`config.mk`:
```
export PLATFORM = sky130hd
export DESIGN_NAME = display_scan_ctrl_flat
export DESIGN_NICKNAME = d
export VERILOG_FILES = /design/src/rtl/timer_pkg.sv /design/src/rtl/display_scan_ctrl_if.sv /design/src/rtl/display_scan_ctrl_scan_tick_gen.sv /design/src/rtl/display_scan_ctrl.sv /design/src/flat_wrapper.sv
export SDC_FILE = /design/constraint.sdc
export NUM_CORES = 1
export LEC_CHECK = 0
export ABC_AREA = 1
export ABC_CLOCK_PERIOD_IN_PS = 4780
export BUFFER_PORTS_ARGS = -buffer_cell sky130_fd_sc_hd__buf_2
export CAP_MARGIN = 20
export CORE_MARGIN = 4
export CORE_UTILIZATION = 35
export CTS_BUF_LIST = sky130_fd_sc_hd__clkbuf_16
export DETAILED_ROUTE_END_ITERATION = 8
export GPL_ROUTABILITY_DRIVEN = 0
export GPL_TIMING_DRIVEN = 0
export HOLD_SLACK_MARGIN = 0.03
export PLACE_DENSITY = 0.62
export SYNTH_ARGS = -nofsm -noshare
export SYNTH_HDL_FRONTEND = slang
export SYNTH_HIERARCHICAL = 1
export SYNTH_SLANG_ARGS = --single-unit
```
`constraint.sdc`:
```
create_clock -name clk -period 4.78 [get_ports clk]
set_input_delay 0 -clock clk [delete_from_list [all_inputs] [get_ports clk]]
set_output_delay 0 -clock clk [all_outputs]
set_load 0.005 [all_outputs]
```
`src/rtl/timer_pkg.sv`:
```
// Shared constants for the multiplexed 7-segment display scanner:
// the blank code, the BCD segment table and the default timing values.
package timer_pkg;

  localparam logic [7:0] SEG_BLANK        = 8'hFF;
  localparam int         DEFAULT_SCAN_DIV = 50000;
  localparam int         DEFAULT_GUARD    = 2;

  typedef logic [3:0] bcd_t;

  // Active-low {dp,g,f,e,d,c,b,a} codes, entry n is the glyph for digit n.
  localparam logic [9:0][7:0] SEG_TABLE = {
    8'h90, 8'h80, 8'hF8, 8'h82, 8'h92,
    8'h99, 8'hB0, 8'hA4, 8'hF9, 8'hC0
  };

  // Nibbles 10..15 have no glyph and show blank.
  function automatic logic [7:0] seg_decode(input bcd_t nib);
    logic [7:0] code;
    code = SEG_BLANK;
    if (nib <= 4'd9) code = SEG_TABLE[nib];
    return code;
  endfunction

endpackage

```
`src/rtl/display_scan_ctrl_if.sv`:
```
// Update handshake between a digit producer (master) and the scanner (slave).
interface display_scan_ctrl_if #(
  parameter int NUM_DIGITS = 4
);
  logic                    upd_valid;
  logic [4*NUM_DIGITS-1:0] upd_digits;
  logic [NUM_DIGITS-1:0]   upd_dp;
  logic                    upd_ready;

  modport master (output upd_valid, output upd_digits, output upd_dp, input upd_ready);
  modport slave  (input upd_valid, input upd_digits, input upd_dp, output upd_ready);
endinterface

```
`src/rtl/display_scan_ctrl_scan_tick_gen.sv`:
```
// Slot prescaler: counts 0..SCAN_DIV-1 while enabled and flags the last
// cycle of each digit slot.
module scan_tick_gen #(
  parameter int SCAN_DIV = 8,
  parameter int CW       = $clog2(SCAN_DIV)
) (
  input  logic          clk,
  input  logic          rst,
  input  logic          enable_i,
  output logic [CW-1:0] count_o,
  output logic          tick_o
);
  logic [CW-1:0] count_q;
  logic          last_slot_cycle;

  assign last_slot_cycle = (count_q == CW'(SCAN_DIV - 1));

  // Prescaler: advance while enabled, wrap at the end of the slot, hold otherwise.
  always_ff @(posedge clk) begin
    // NOTE: state registers use non-blocking '<=' so every flop samples pre-edge values.
    if (rst)           count_q <= '0;
    else if (enable_i) count_q <= last_slot_cycle ? '0 : count_q + 1'b1;
  end

  assign count_o = count_q;
  assign tick_o  = enable_i && last_slot_cycle;
endmodule

```
`src/rtl/display_scan_ctrl.sv`:
```
// Multiplexed 7-segment scan controller with a tear-free update handshake.
// New digits are parked in a pending register and only committed on the
// frame wrap. Optional leading-zero blanking: define DISPLAY_LZ_BLANK_EN.
module display_scan_ctrl
  import timer_pkg::*;
#(
  parameter int NUM_DIGITS = 4,
  parameter int SCAN_DIV   = DEFAULT_SCAN_DIV,
  parameter int GUARD      = DEFAULT_GUARD
) (
  input  logic                  clk,
  input  logic                  rst,
  input  logic                  enable,
  display_scan_ctrl_if.slave    upd,
  output logic [7:0]            seg_code,
  output logic [NUM_DIGITS-1:0] digit_an,
  output logic                  frame_done
);
  localparam int CW = $clog2(SCAN_DIV);
  localparam int IW = $clog2(NUM_DIGITS);

  logic [CW-1:0] count;
  logic          tick;

  scan_tick_gen #(.SCAN_DIV(SCAN_DIV), .CW(CW)) u_tick (
    .clk      (clk),
    .rst      (rst),
    .enable_i (enable),
    .count_o  (count),
    .tick_o   (tick)
  );

  logic [IW-1:0]                 idx_q, idx_d;
  logic                          wrap_tick;
  logic [NUM_DIGITS-1:0][3:0]    disp_q, pend_q;
  logic [NUM_DIGITS-1:0]         disp_dp_q, pend_dp_q;
  logic                          pending_q;
  logic                          accept;
  logic [NUM_DIGITS-1:0]         blank_lz;
  logic [7:0]                    seg_d, seg_q;
  logic [NUM_DIGITS-1:0]         an_d, an_q;
  logic                          frame_done_q;

  // Digit index next state: step on every slot tick, wrap after the last digit.
  always_comb begin
    // NOTE: every always_comb output gets a default first so no path can infer a latch.
    idx_d     = idx_q;
    wrap_tick = tick && (idx_q == IW'(NUM_DIGITS - 1));
    if (tick) idx_d = wrap_tick ? '0 : idx_q + 1'b1;
  end

  // Only one update may be parked at a time; a full pending slot back-pressures.
  assign upd.upd_ready = !pending_q;
  assign accept        = upd.upd_valid && !pending_q;

  // Handshake and commit: park accepted data, move it to the display on wrap only.
  always_ff @(posedge clk) begin
    // NOTE: these are plain registers that drive visible output, so they are reset
    // (unlike a RAM array, which would be left unreset).
    if (rst) begin
      pending_q <= 1'b0;
      pend_q    <= '0;
      pend_dp_q <= '0;
      disp_q    <= '0;
      disp_dp_q <= '0;
    end else if (accept) begin
      pending_q <= 1'b1;
      pend_q    <= upd.upd_digits;
      pend_dp_q <= upd.upd_dp;
    end else if (wrap_tick && pending_q) begin
      pending_q <= 1'b0;
      disp_q    <= pend_q;
      disp_dp_q <= pend_dp_q;
    end
  end

`ifdef DISPLAY_LZ_BLANK_EN
  // Leading-zero scan from the most significant digit down; digit 0 never blanks.
  always_comb begin : lz_scan
    logic zeros_above;
    zeros_above = 1'b1;
    blank_lz    = '0;
    for (int i = NUM_DIGITS - 1; i >= 1; i--) begin
      blank_lz[i] = zeros_above && (disp_q[i] == 4'd0);
      zeros_above = blank_lz[i];
    end
  end
`else
  assign blank_lz = '0;
`endif

  // Output next state: decode current digit, DP overrides blanking, anode off in guard.
  always_comb begin
    seg_d = SEG_BLANK;
    an_d  = '1;
    if (enable) begin
      if (!blank_lz[idx_q]) seg_d = seg_decode(disp_q[idx_q]);
      if (disp_dp_q[idx_q]) seg_d[7] = 1'b0;
      if (count >= CW'(GUARD)) an_d[idx_q] = 1'b0;
    end
  end

  // Scan index and registered display outputs.
  always_ff @(posedge clk) begin
    if (rst) begin
      idx_q        <= '0;
      seg_q        <= SEG_BLANK;
      an_q         <= '1;
      frame_done_q <= 1'b0;
    end else begin
      idx_q        <= idx_d;
      seg_q        <= seg_d;
      an_q         <= an_d;
      frame_done_q <= wrap_tick;
    end
  end

  assign seg_code   = seg_q;
  assign digit_an   = an_q;
  assign frame_done = frame_done_q;
endmodule

```
`src/flat_wrapper.sv`:
```
// flat-port wrapper written by rule: the top's interface ports become plain ports
module display_scan_ctrl_flat import timer_pkg::*;
#(
  parameter int NUM_DIGITS = 4,
  parameter int SCAN_DIV   = DEFAULT_SCAN_DIV,
  parameter int GUARD      = DEFAULT_GUARD
)
  (clk, rst, enable, seg_code, digit_an, frame_done, upd_upd_valid, upd_upd_digits, upd_upd_dp, upd_upd_ready);
  display_scan_ctrl_if #(.NUM_DIGITS(NUM_DIGITS)) upd_i ();
  input  logic clk;
  input  logic rst;
  input  logic enable;
  output logic [7:0] seg_code;
  output logic [NUM_DIGITS-1:0] digit_an;
  output logic frame_done;
  input wire logic [$bits(upd_i.upd_valid)-1:0] upd_upd_valid;
  input wire logic [$bits(upd_i.upd_digits)-1:0] upd_upd_digits;
  input wire logic [$bits(upd_i.upd_dp)-1:0] upd_upd_dp;
  output wire logic [$bits(upd_i.upd_ready)-1:0] upd_upd_ready;
  assign upd_i.upd_valid = upd_upd_valid;
  assign upd_i.upd_digits = upd_upd_digits;
  assign upd_i.upd_dp = upd_upd_dp;
  assign upd_upd_ready = upd_i.upd_ready;
  display_scan_ctrl #(.NUM_DIGITS(NUM_DIGITS), .SCAN_DIV(SCAN_DIV), .GUARD(GUARD)) u_core (.clk(clk), .rst(rst), .enable(enable), .upd(upd_i), .seg_code(seg_code), .digit_an(digit_an), .frame_done(frame_done));
endmodule
```
==> flow_summary_export.csv <==
group,metric,value,unit
cts,post-cts-setup-buffers,0,
global_routing,grtUsageTotal,14.3,%
die,dieHeight,103,um
routing,wl_per_cell,11.6,um
layout,drive_gt1_share,17.6,%
routing,dr.pass1.iters,4,
global_routing,met1_usage,17.3,%
setup_path,crit_fanout,10,
cts,tritoncts,"done",
setup_path,setup.worst_path.class,"flop to flop",
timing,finClkSkew,6.20,ps
cts,clockBufferDepth,2,
place,hpwl,4910,um
global_routing,grt_pass1_wl,12000,um
timing,timing.final.crit_share,52.1,%
timing,clock.fmax,402,MHz
die,start_util,36.2,%
logic_synthesis,synthFlopType,"dfxtp_1",
cts,post_cts_resize_count,0,
hold_path,hold_path.class,"input pin to flop",
die,boundaryPins,38,
timing,slew_violations,0,
global_routing,grt_use_met3,2.55,%
cts,cts_buffers,9,
logic_synthesis,synth_common_cells,"99 x nor2_1, 72 x dfxtp_1, 62 x nand2_1, 44 x o21ai_0, 34 x inv_1",
setup_path,start_kind,"flop",
logic_synthesis,ys_ff_latch,72,
global_routing,antenna_found_initial,0,
job,max_cap_violations,0,
logic_synthesis,synth.largest_area_cell,"dfxtp_1",
cts,hold_buffers,23,
setup_path,arrival,2700,ps
logic_synthesis,syn_nets,456,
timing,setup_tns,0,ps
timing,slew_headroom,69.5,%
logic_synthesis,synthDistinctLibCells,33,
layout,syn2layout_area_growth,26.7,%
global_routing,met2_usage,24.4,%
logic_synthesis,synth_area,3180,sq um
timing,tightest_slew,457,ps
power,vdd_ir_drop_max,0.000240,V
setup_path,cp-end-kind,"flop",
logic_synthesis,synth_top_area_share,45.4,%
logic_synthesis,synth_area_leaders,"dfxtp_1 45%, nor2_1 12%, nand2_1 7.3%",
power,power_density,338,nW/um^2
logic_synthesis,seq_area_frac_synth,45.4,%
routing,ant_nets,0,
layout,fillers,871,
cts,htreeDepth,3,
routing,drt_iter0_markers,144,
setup_path,crit_required,4990,ps
timing,min_period,2490,ps
layout,num-nets-final,527,
power,leakage,1.73,nW
place,portBuffers,37,
cts,clkSinkCount,72,
cts,root_buffer,"clkbuf_16",
logic_synthesis,synth.avg_cell_area,7.51,sq um
status,outcome,"finished, final reports clean",
logic_synthesis,yosysMostFrequentCell,"nor2_1",
logic_synthesis,async_flop_share,0,%
logic_synthesis,yosysWarnings,6,
die,die_w,103,um
cts,clk_pin_slew,60,ps
cts,clock_latency,330,ps
layout,finalCoreUtilization,45.9,%
routing,drc,0,
logic_synthesis,synth_edf_count,0,
die,rows,34,
global_routing,grt.overflow.total,0,
routing,totalWireLength,7050,um
power,total_power,1.36,mW
logic_synthesis,syn-instance-count,423,
global_routing,grt_max_degree,14,
layout,num_antenna_cells,0,
timing,rsz0062_at_grt,"no",
die,core,8760,sq um
routing,vias,2860,
global_routing,grt.busiest_layer,"met2",
timing,setup_viol_count_final,0,
timing,hold_viol_final,0,
global_routing,first_global_vias,2690,
die,fp.dieArea,10700,sq um
routing,routed_via_density,4.71,
## cells by family (layout without fill, tap and decap cells)
logic type,count (synthesis),count (layout),share of synthesized area [%]
buffers and inverters,52,128,6.82
muxes,1,1,0.315
and+or+nand+nor,220,220,31.7
AOI/OAI and AO/OA,64,64,10.8
xor gates and xnor gates,5,5,1.38
adders and majority gates,9,9,3.55
DFF,72,72,45.4
## flip-flops by register name, indices dropped and copies added (netlist names)
| register | cells |
|---|---|
| u_core/frame_done | 1 |
| u_core/pending_q | 1 |
| u_core/seg_code | 8 |
| u_core/digit_an | 4 |
| u_core/idx_q | 2 |
| u_core/pend_q | 16 |
| u_core/disp_q | 16 |
| u_core/disp_dp_q | 4 |
| u_core/pend_dp_q | 4 |
| u_core/u_tick/count_o | 16 |
## area by class of cell
class | count | area, sq um | area share, %
repair buffers | 60 | 415 | 10.3
clock buffers | 9 | 225 | 5.60
clock inverters | 7 | 71.3 | 1.77
plain buffers | 13 | 70.1 | 1.74
flip-flops and latches | 72 | 1440 | 35.8
well taps | 108 | 135 | 3.36
multi-input cells | 299 | 1520 | 37.7
inverters | 39 | 146 | 3.64
## critical path: stages, from the launching register on
cell,delay (ps)
dfxtp_1,380
ha_1,240
nand4_1,140
nor2_1,150
nand2_2,150
inv_1,170
nand2_2,110
nor2_4,160
buf_2,240
a211oi_1,70
dlygate4sd3_1,550
## cell usage in the layout (no fill, tap or decap), types with 9 or more instances in the layout
cell type,n
ha_1,9
inv_1,34
o21ai_0,44
buf_2,39
nand2_1,62
nand3_1,25
nor2_1,99
a21oi_1,12
clkbuf_16,9
dlygate4sd3_1,23
dfxtp_1,72
## metrics by stage
step	setup WS (ps)	hold WS (ps)	cell area [sq um]	cells
after global routing	2100	103	4020	607
after floorplan	3070	69.5	3180	423
after global placement	2740	220	3500	568
after detailed placement	2700	225	3500	568
after CTS	2290	64.2	4020	607
final	2290	74.1	4020	607
## metal layers
| layer | wire [um] | vias up | part of all wire (%) |
|---|---|---|---|
| met3 | 229 | 7 | 3.2 |
| met5 | 0 | - | 0 |
| met2 | 3420 | 46 | 49 |
| li1 | - | 1485 | - |
| met1 | 3300 | 1322 | 47 |
| met4 | 104 | 0 | 1.5 |
## power by group
part           internal (mW)  leakage, nW  switching (mW)
logic                 0.0359        0.998          0.0390
clock network          0.403        0.139           0.252
registers              0.619        0.587         0.00901
total                   1.06         1.73           0.300
## worst paths after layout
kind,slack (ps),end,cells past startpoint,start
max reg2reg,2290,u_core/pending_q$_SDFFE_PP0P_,10,u_core/u_tick/count_o[1]$_SDFFE_PP0P_
min reg2reg,460,u_core/disp_q[0]$_SDFFE_PP0P_,2,u_core/disp_q[0]$_SDFFE_PP0P_
max,2290,u_core/pending_q$_SDFFE_PP0P_,10,u_core/u_tick/count_o[1]$_SDFFE_PP0P_
min,70,u_core/u_tick/count_o[2]$_SDFFE_PP0P_,3,enable
(Power assumes the default switching activity.)
